--- src/rtl/rv_ctrl_pkg.sv ---
// Shared control encodings for the multi-cycle RV32I core: opcodes, FSM states and the
// select/op encodings seen by both the control FSM and the datapath muxes.
package rv_ctrl_pkg;

    localparam logic [6:0] OpLoad   = 7'b0000011;
    localparam logic [6:0] OpStore  = 7'b0100011;
    localparam logic [6:0] OpRtype  = 7'b0110011;
    localparam logic [6:0] OpItype  = 7'b0010011;
    localparam logic [6:0] OpCustom = 7'b0001011;
    localparam logic [6:0] OpBranch = 7'b1100011;
    localparam logic [6:0] OpJal    = 7'b1101111;

    typedef enum logic [3:0] {
        StFetch,
        StDecode,
        StMemAdr,
        StMemRd,
        StMemWb,
        StMemWr,
        StExecR,
        StExecI,
        StExecC,
        StAluWb,
        StBranch,
        StJal,
        StTrap
    } state_e;

    localparam logic [1:0] SrcAPc    = 2'b00;
    localparam logic [1:0] SrcAOldPc = 2'b01;
    localparam logic [1:0] SrcARs1   = 2'b10;

    localparam logic [1:0] SrcBRs2  = 2'b00;
    localparam logic [1:0] SrcBImm  = 2'b01;
    localparam logic [1:0] SrcBFour = 2'b10;

    localparam logic [1:0] ResAluOut    = 2'b00;
    localparam logic [1:0] ResMemData   = 2'b01;
    localparam logic [1:0] ResAluResult = 2'b10;

    localparam logic [1:0] AluOpAdd    = 2'b00;
    localparam logic [1:0] AluOpBranch = 2'b01;
    localparam logic [1:0] AluOpDecode = 2'b10;
    localparam logic [1:0] AluOpCustom = 2'b11;

    // Successor of DECODE for a given opcode; anything unrecognised traps.
    function automatic state_e dispatch(input logic [6:0] opcode);
        case (opcode)
            OpLoad, OpStore: dispatch = StMemAdr;
            OpRtype:         dispatch = StExecR;
            OpItype:         dispatch = StExecI;
            OpCustom:        dispatch = StExecC;
            OpBranch:        dispatch = StBranch;
            OpJal:           dispatch = StJal;
            default:         dispatch = StTrap;
        endcase
    endfunction

endpackage

--- src/rtl/branch_cond.sv ---
// Branch outcome from funct3 and the ALU flags of the compare performed in BRANCH.
module branch_cond (
    input  logic [2:0] funct3,
    input  logic       alu_zero,
    input  logic       alu_lt,
    output logic       taken
);

    always_comb begin
        taken = 1'b0;
        case (funct3)
            3'b000:         taken = alu_zero;
            3'b001:         taken = !alu_zero;
            3'b100, 3'b110: taken = alu_lt;
            3'b101, 3'b111: taken = !alu_lt;
            default:        taken = 1'b0;
        endcase
    end

endmodule

--- src/rtl/multicycle_ctrl.sv ---
// Main control FSM of the multi-cycle RV32I core: sequences fetch, decode, execute, memory
// and writeback over the shared ALU and single memory port.
module multicycle_ctrl
    import rv_ctrl_pkg::*;
(
    input  logic       clk,
    input  logic       rst,
    input  logic [6:0] opcode,
    input  logic [2:0] funct3,
    input  logic       alu_zero,
    input  logic       alu_lt,
    input  logic       mem_ready,
    output logic       mem_read,
    output logic       mem_write,
    output logic       adr_src,
    output logic       ir_write,
    output logic       pc_write,
    output logic       reg_write,
    output logic [1:0] result_src,
    output logic [1:0] alu_src_a,
    output logic [1:0] alu_src_b,
    output logic [1:0] alu_op,
    output logic       retire,
    output logic       illegal
);

    state_e state_q, state_d;
    logic   taken;

    branch_cond u_branch_cond (
        .funct3   (funct3),
        .alu_zero (alu_zero),
        .alu_lt   (alu_lt),
        .taken    (taken)
    );

    always_ff @(posedge clk) begin
        if (rst) begin
            state_q <= StFetch;
        end else begin
            state_q <= state_d;
        end
    end

    always_comb begin
        state_d    = state_q;
        mem_read   = 1'b0;
        mem_write  = 1'b0;
        adr_src    = 1'b0;
        ir_write   = 1'b0;
        pc_write   = 1'b0;
        reg_write  = 1'b0;
        result_src = ResAluOut;
        alu_src_a  = SrcAPc;
        alu_src_b  = SrcBRs2;
        alu_op     = AluOpAdd;
        retire     = 1'b0;
        illegal    = 1'b0;

        case (state_q)
            StFetch: begin
                mem_read   = 1'b1;
                alu_src_b  = SrcBFour;
                result_src = ResAluResult;
                if (mem_ready) begin
                    ir_write = 1'b1;
                    pc_write = 1'b1;
                    state_d  = StDecode;
                end
            end
            StDecode: begin
                alu_src_a = SrcAOldPc;
                alu_src_b = SrcBImm;
                state_d   = dispatch(opcode);
            end
            StMemAdr: begin
                alu_src_a = SrcARs1;
                alu_src_b = SrcBImm;
                state_d   = (opcode == OpLoad) ? StMemRd : StMemWr;
            end
            StMemRd: begin
                mem_read = 1'b1;
                adr_src  = 1'b1;
                if (mem_ready) state_d = StMemWb;
            end
            StMemWb: begin
                reg_write  = 1'b1;
                result_src = ResMemData;
                retire     = 1'b1;
                state_d    = StFetch;
            end
            StMemWr: begin
                mem_write = 1'b1;
                adr_src   = 1'b1;
                if (mem_ready) begin
                    retire  = 1'b1;
                    state_d = StFetch;
                end
            end
            StExecR, StExecI, StExecC: begin
                alu_src_a = SrcARs1;
                alu_src_b = (state_q == StExecI) ? SrcBImm : SrcBRs2;
                alu_op    = (state_q == StExecC) ? AluOpCustom : AluOpDecode;
                state_d   = StAluWb;
            end
            StAluWb: begin
                reg_write = 1'b1;
                retire    = 1'b1;
                state_d   = StFetch;
            end
            StBranch: begin
                alu_src_a = SrcARs1;
                alu_op    = AluOpBranch;
                pc_write  = taken;
                retire    = 1'b1;
                state_d   = StFetch;
            end
            StJal: begin
                // PC takes the target computed in DECODE while the ALU forms the link value.
                alu_src_a = SrcAOldPc;
                alu_src_b = SrcBFour;
                pc_write  = 1'b1;
                state_d   = StAluWb;
            end
            StTrap: begin
                illegal = 1'b1;
            end
            default: begin
                state_d = StTrap;
            end
        endcase

        // Reset drops any in-flight request combinationally, not just on the next edge.
        if (rst) begin
            mem_read  = 1'b0;
            mem_write = 1'b0;
            ir_write  = 1'b0;
            pc_write  = 1'b0;
            reg_write = 1'b0;
            retire    = 1'b0;
            illegal   = 1'b0;
        end
    end

endmodule

--- config.mk ---
export PLATFORM = sky130hd
export DESIGN_NAME = multicycle_ctrl
export DESIGN_NICKNAME = d
export VERILOG_FILES = /design/src/rtl/rv_ctrl_pkg.sv /design/src/rtl/branch_cond.sv /design/src/rtl/multicycle_ctrl.sv
export SDC_FILE = /design/constraint.sdc
export NUM_CORES = 1
export LEC_CHECK = 0
export CAP_MARGIN = 15
export CORE_MARGIN = 2
export CORE_UTILIZATION = 44
export CTS_CLUSTER_DIAMETER = 80
export CTS_CLUSTER_SIZE = 25
export DETAILED_ROUTE_END_ITERATION = 8
export PLACE_DENSITY = 0.83
export SKIP_LAST_GASP = 1
export SYNTH_ARGS = -nofsm -noshare
export SYNTH_HDL_FRONTEND = slang
export SYNTH_SLANG_ARGS = --single-unit
export TNS_END_PERCENT = 100
--- constraint.sdc ---
create_clock -name clk -period 3.48 [get_ports clk]
set_input_delay 0.696 -clock clk [delete_from_list [all_inputs] [get_ports clk]]
set_output_delay 0.696 -clock clk [all_outputs]
set_load 0.03 [all_outputs]
# Word-level counts from Yosys, hierarchy flattened
# Cells that the tools add are included.
dict set report totals {
  romBits 0
  n_memories 0
  regBits 4
  inputBits 15
  mem_bits_rw 0
  output_inout_bits 16
  latch_bits 0
}
dict set report op_classes {
  magnitude_cmp 0
  mux 29
  multipliers 0
  reduce_logical 18
  div 0
  eq_ne 27
  add_sub_neg 0
  bitwise_logic 1
  n_shift 0
}
# op n
set op_table {}
lappend op_table {{$pmux W4 S8} 1}
lappend op_table {{$pmux W4 S6} 1}
lappend op_table {{$eq A4 B4 Y1 const B} 5}
lappend op_table {{$reduce_or A2 Y1} 9}
lappend op_table {{$eq A4 B3 Y1 const B} 4}
lappend op_table {{$mux W1} 16}
lappend op_table {{$eq A7 B6 Y1 const B} 2}
lappend op_table {{$eq A7 B7 Y1 const B} 2}
lappend op_table {{$eq A3 B3 Y1 const B} 4}
lappend op_table {{$mux W4} 3}
lappend op_table {{$pmux W2 S2} 3}
lappend op_table {{$eq A4 B2 Y1 const B} 2}
lappend op_table {{$eq A7 B2 Y1 const B} 1}
lappend op_table {{$eq A7 B4 Y1 const B} 1}
lappend op_table {{$eq A7 B5 Y1 const B} 1}
lappend op_table {{$ne A2 B2 Y1 const B} 3}
lappend op_table {{$pmux W2 S3} 1}
lappend op_table {{$reduce_or A3 Y1} 2}
lappend op_table {{$reduce_or A5 Y1} 1}
lappend op_table {{$eq A4 B1 Y1 const B} 1}
lappend op_table {{$logic_not A4 Y1} 1}
lappend op_table {{$pmux W1 S4} 1}
lappend op_table {{$reduce_and A4 Y1} 1}
lappend op_table {{$reduce_or A4 Y1} 1}
lappend op_table {{7 further kinds} 8}

# Logic depth before layout (Yosys ltp)
dict set report logic_depth {
  ltp_word 5
  ltp_mapped 6
  mapped_depth_nobuf 4
}

# By module
# A second synthesis with hierarchy kept.
dict set report hier_totals {
  hier_cells 99
  hier_area_um2 703.2
}
# mod area_each_um2 n_inst cells_per_inst
set modules_own_cells {}
lappend modules_own_cells {multicycle_ctrl 666.9 1 94}
lappend modules_own_cells {branch_cond 36.3 1 5}

# Least setup slack after synthesis
# Ideal clock, no wire load.
dict set report synth_timing {
  kind {in2out}
  from {in mem_ready}
  to {out pc_write}
  stages 4
  t_arrival_ns 1.893
  path_slack_ns 0.891
  path_buffers 1
  cell_sequence {clkbuf_1 > nor4b_1 > a31oi_1 > nor3_1}
}
dict set report synth_between {
  elab_chain_len 3
}
# element line_no
set synth_rtl {}
lappend synth_rtl {{start, declared} multicycle_ctrl.sv:12} ;# input logic mem_ready,
lappend synth_rtl {{$mux W1} multicycle_ctrl.sv:65} ;# if (mem_ready) begin
lappend synth_rtl {{$pmux W1 S3} multicycle_ctrl.sv:60} ;# case (state_q)
lappend synth_rtl {{$mux W1} multicycle_ctrl.sv:134} ;# if (rst) begin
lappend synth_rtl {{end, declared} multicycle_ctrl.sv:17} ;# output logic pc_write,
# No other way between the ends.

# Final worst setup path
dict set report layout_timing {
  from {in funct3[0]}
  to {out pc_write}
}
dict set report layout_between {
  elab_chain_len 5
}
# element line_no
set layout_rtl {}
lappend layout_rtl {{start, declared} multicycle_ctrl.sv:9} ;# input logic [2:0] funct3,
lappend layout_rtl {{$eq A3 B3 Y1} branch_cond.sv:11} ;# case (funct3)
lappend layout_rtl {{$reduce_or A2 Y1} branch_cond.sv:11}
lappend layout_rtl {{$pmux W1 S4 *} branch_cond.sv:11}
lappend layout_rtl {{$pmux W1 S3 *} multicycle_ctrl.sv:60}
lappend layout_rtl {{$mux W1 *} multicycle_ctrl.sv:134}
# Mark *: on every way between the ends. The rest lies on a longest branch, timed or not.

==> impl_metrics.json <==
{
  "die_y_um": 43.4,
  "area_growth_pct": 45.3,
  "maxSlewHeadroom_pct": 51.1,
  "synth.most_common_cell": "nor2_1",
  "crit_chain": "clkdlybuf4s50_1, xor2_1, a221o_1, a31oi_1, nor3_1, clkdlybuf4s50_1",
  "r2r-start": "state_q[0]",
  "p_per_area_nw_per_um2": 825,
  "netlist_area_um2": 682,
  "drive_above_1_share_pct": 7.09,
  "wire_per_inst_um": 12.3,
  "synth_seq_cells": 4,
  "overflow": 0,
  "antenna_found_initial": 0,
  "design.portCount": 31,
  "yosys_warnings": 0,
  "cp_slowest_cell": "clkdlybuf4s50_1",
  "antenna_cells": 0,
  "cts_sinks": 4,
  "start_util_pct": 46.3,
  "synth-edff-count": 0,
  "rsz0062_at_grt": "no",
  "ys_types": 40,
  "peakVddDrop_mv": 0.489,
  "postCtsResizedCells": 0,
  "finalInstanceArea_um2": 991,
  "worst_ep_required_time_ns": 2.78,
  "dr_total_vias": 853,
  "instances_no_fill": 143,
  "slew_viol_final": 0,
  "post-cts-setup-buffers": 0,
  "clockRootBuffer": "clkbuf_4",
  "fin_setup_tns_ns": 0,
  "rows": 14,
  "yosysTopAreaCell": "dfxtp_1",
  "numPortBuffers": 30,
  "clock_latency_ns": 0.25,
  "crit_arrival_ns": 2.49,
  "worstRegToRegCells": 4,
  "tightest_slew_ns": 0.733,
  "worstSetupStartpointType": "primary input",
  "drc_errors": 0,
  "p_leak_nw": 0.343,
  "dieArea_um2": 1880,
  "ys_top_cells_by_count": "nor2_1, nor3_1, a21oi_1",
  "fillers": 146,
  "antenna_left": 0,
  "end_kind": "output pin",
  "slowest_delay_ns": 0.61,
  "avgViaCountPerCell": 5.97,
  "status": "finished clean",
  "ys_top_cells_by_area": "dfxtp_1, nor2_1, nor3_1",
  "endpoint": "pc_write",
  "clk_path_buf_depth": 2,
  "synthDominantCellAreaShare_pct": 11.7,
  "grt_pass1_vias": 729,
  "post-route-period-util_pct": 91.6,
  "crit_top_cell": "clkdlybuf4s50_1",
  "reg2reg_to": "state_q[0]",
  "drt_first_pass_iters": 4,
  "die_x_um": 43.4,
  "critPathLaunch": "funct3[0]",
  "finalCriticalPeriod_ns": 3.19,
  "synth_ff_type": "dfxtp_1",
  "max_clock_freq_mhz": 314,
  "setup_violations": 0,
  "nets": 144,
  "hpwlAfterDp_mm": 1.34,
  "place_inst": 140,
  "routabilityCongestion": 0.884,
  "reg2reg_slack_ns": 1.53,
  "syn_nets": 117,
  "cts_buffers": 3,
  "final_util_pct": 67.3,
  "synth_seq_area_share_pct": 11.7,
  "synthCells": 102,
  "path_clk_slew_ns": 0.04,
  "first_iter_violations": 14,
  "total_power_mw": 0.817,
  "finalHoldViolations": 0,
  "postSynthAreaPerCell_um2": 6.69,
  "routed_wl_mm": 1.75,
  "largest_register_ffs": 4,
  "drv_cap": 0,
  "tritoncts": "built",
  "reg.largest.list": "state_q: 4 flops",
  "fin_skew_ns": 0.00633,
  "cts_hold_buffers": 0,
  "top_register": "state_q",
  "crit_type": "in -> out",
  "worstPathMaxFanout": 2,
  "htreeDepth": 1,
  "hp-class": "reg -> reg",
  "async_reset_ff_share_pct": 0,
  "grt_usage_pct": 20.1,
  "grt_max_degree": 25,
  "grt_pass1_wl_mm": 2.96,
  "placed_cell_area_um2": 968,
  "coreArea_um2": 1470
}
==> worst min path at each step <==
stage / start / end / slack, ns / cells past startpoint
global placement: state_q[2] / state_q[3] / 0.70 / 2
finish: state_q[2] / state_q[3] / 0.71 / 2
global route: state_q[2] / state_q[3] / 0.78 / 2
detailed placement: state_q[2] / state_q[3] / 0.70 / 2
CTS: state_q[2] / state_q[3] / 0.72 / 2
floorplan: state_q[1] / state_q[2] / 0.67 / 4
==> per-stage QoR <==
stage	hold slack (ns)	setup slack [ns]
finish	0.712	0.294
global route	0.776	0.206
CTS	0.718	0.290
detailed placement	0.701	0.295
global placement	0.705	0.319
floorplan	0.673	0.891
==> routing by layer <==
layer	track usage (%)	wire, um	vias up
li1	-	-	424
met1	25.5	697	387
met2	32.2	901	36
met3	2.92	105	6
met4	12.1	50	0
met5	0	0	-
==> cells by family (layout without fill, tap and decap cells) <==
logic type	count (synthesis)	in the layout	synth area share (%)
simple gates	53	53	43.1
compound gates	29	29	30.3
buf+inv	10	35	6.60
xor+xnor	4	4	5.14
flops	4	4	11.7
mux	2	2	3.12
==> area by class of cell <==
cell class,count,area (um^2),share of cell area [%]
Inverter,1,3.75,0.379
Multi-Input combinational cell,88,557,56.2
Clock buffer,3,22.5,2.27
Tap cell,16,20.0,2.02
Sequential cell,4,80.1,8.08
Timing Repair Buffer,31,308,31.1
==> worst max-delay path: cells and delay by family <==
kind | cells | cell delay (ns)
simple gates | 1 | 0.06
xor+xnor | 1 | 0.18
buf+inv | 2 | 1.06
compound gates | 2 | 0.49
==> cells in the final DEF, fill, tap and decap left out, drive strengths merged <==
cell type / n
a21bo: 1
o21ai: 5
a2bb2oi: 1
o22a: 1
a221oi: 1
nand2: 4
a211oi: 2
nor3b: 3
a22oi: 1
nor4b: 1
or2: 1
a22o: 1
and2: 4
nor4: 1
clkdlybuf4s50: 30
or3: 1
mux2: 1
a2111oi: 2
mux2i: 1
a31oi: 2
clkbuf: 3
inv: 1
dfxtp: 4
nand2b: 6
or4b: 1
or4: 1
a221o: 1
nand3: 2
xnor2: 1
nor2: 15
buf: 1
a21oi: 7
a21o: 1
nor3: 8
o21bai: 2
nor2b: 5
a311oi: 1
xor2: 3
==> where the power goes <==
part | internal, mW | switching (mW) | total [mW]
registers | 0.0634 | 0.0765 | 0.140
logic | 0.276 | 0.340 | 0.615
clock network | 0.0389 | 0.0231 | 0.0620
total | 0.378 | 0.439 | 0.817
(Power assumes the default switching activity.)
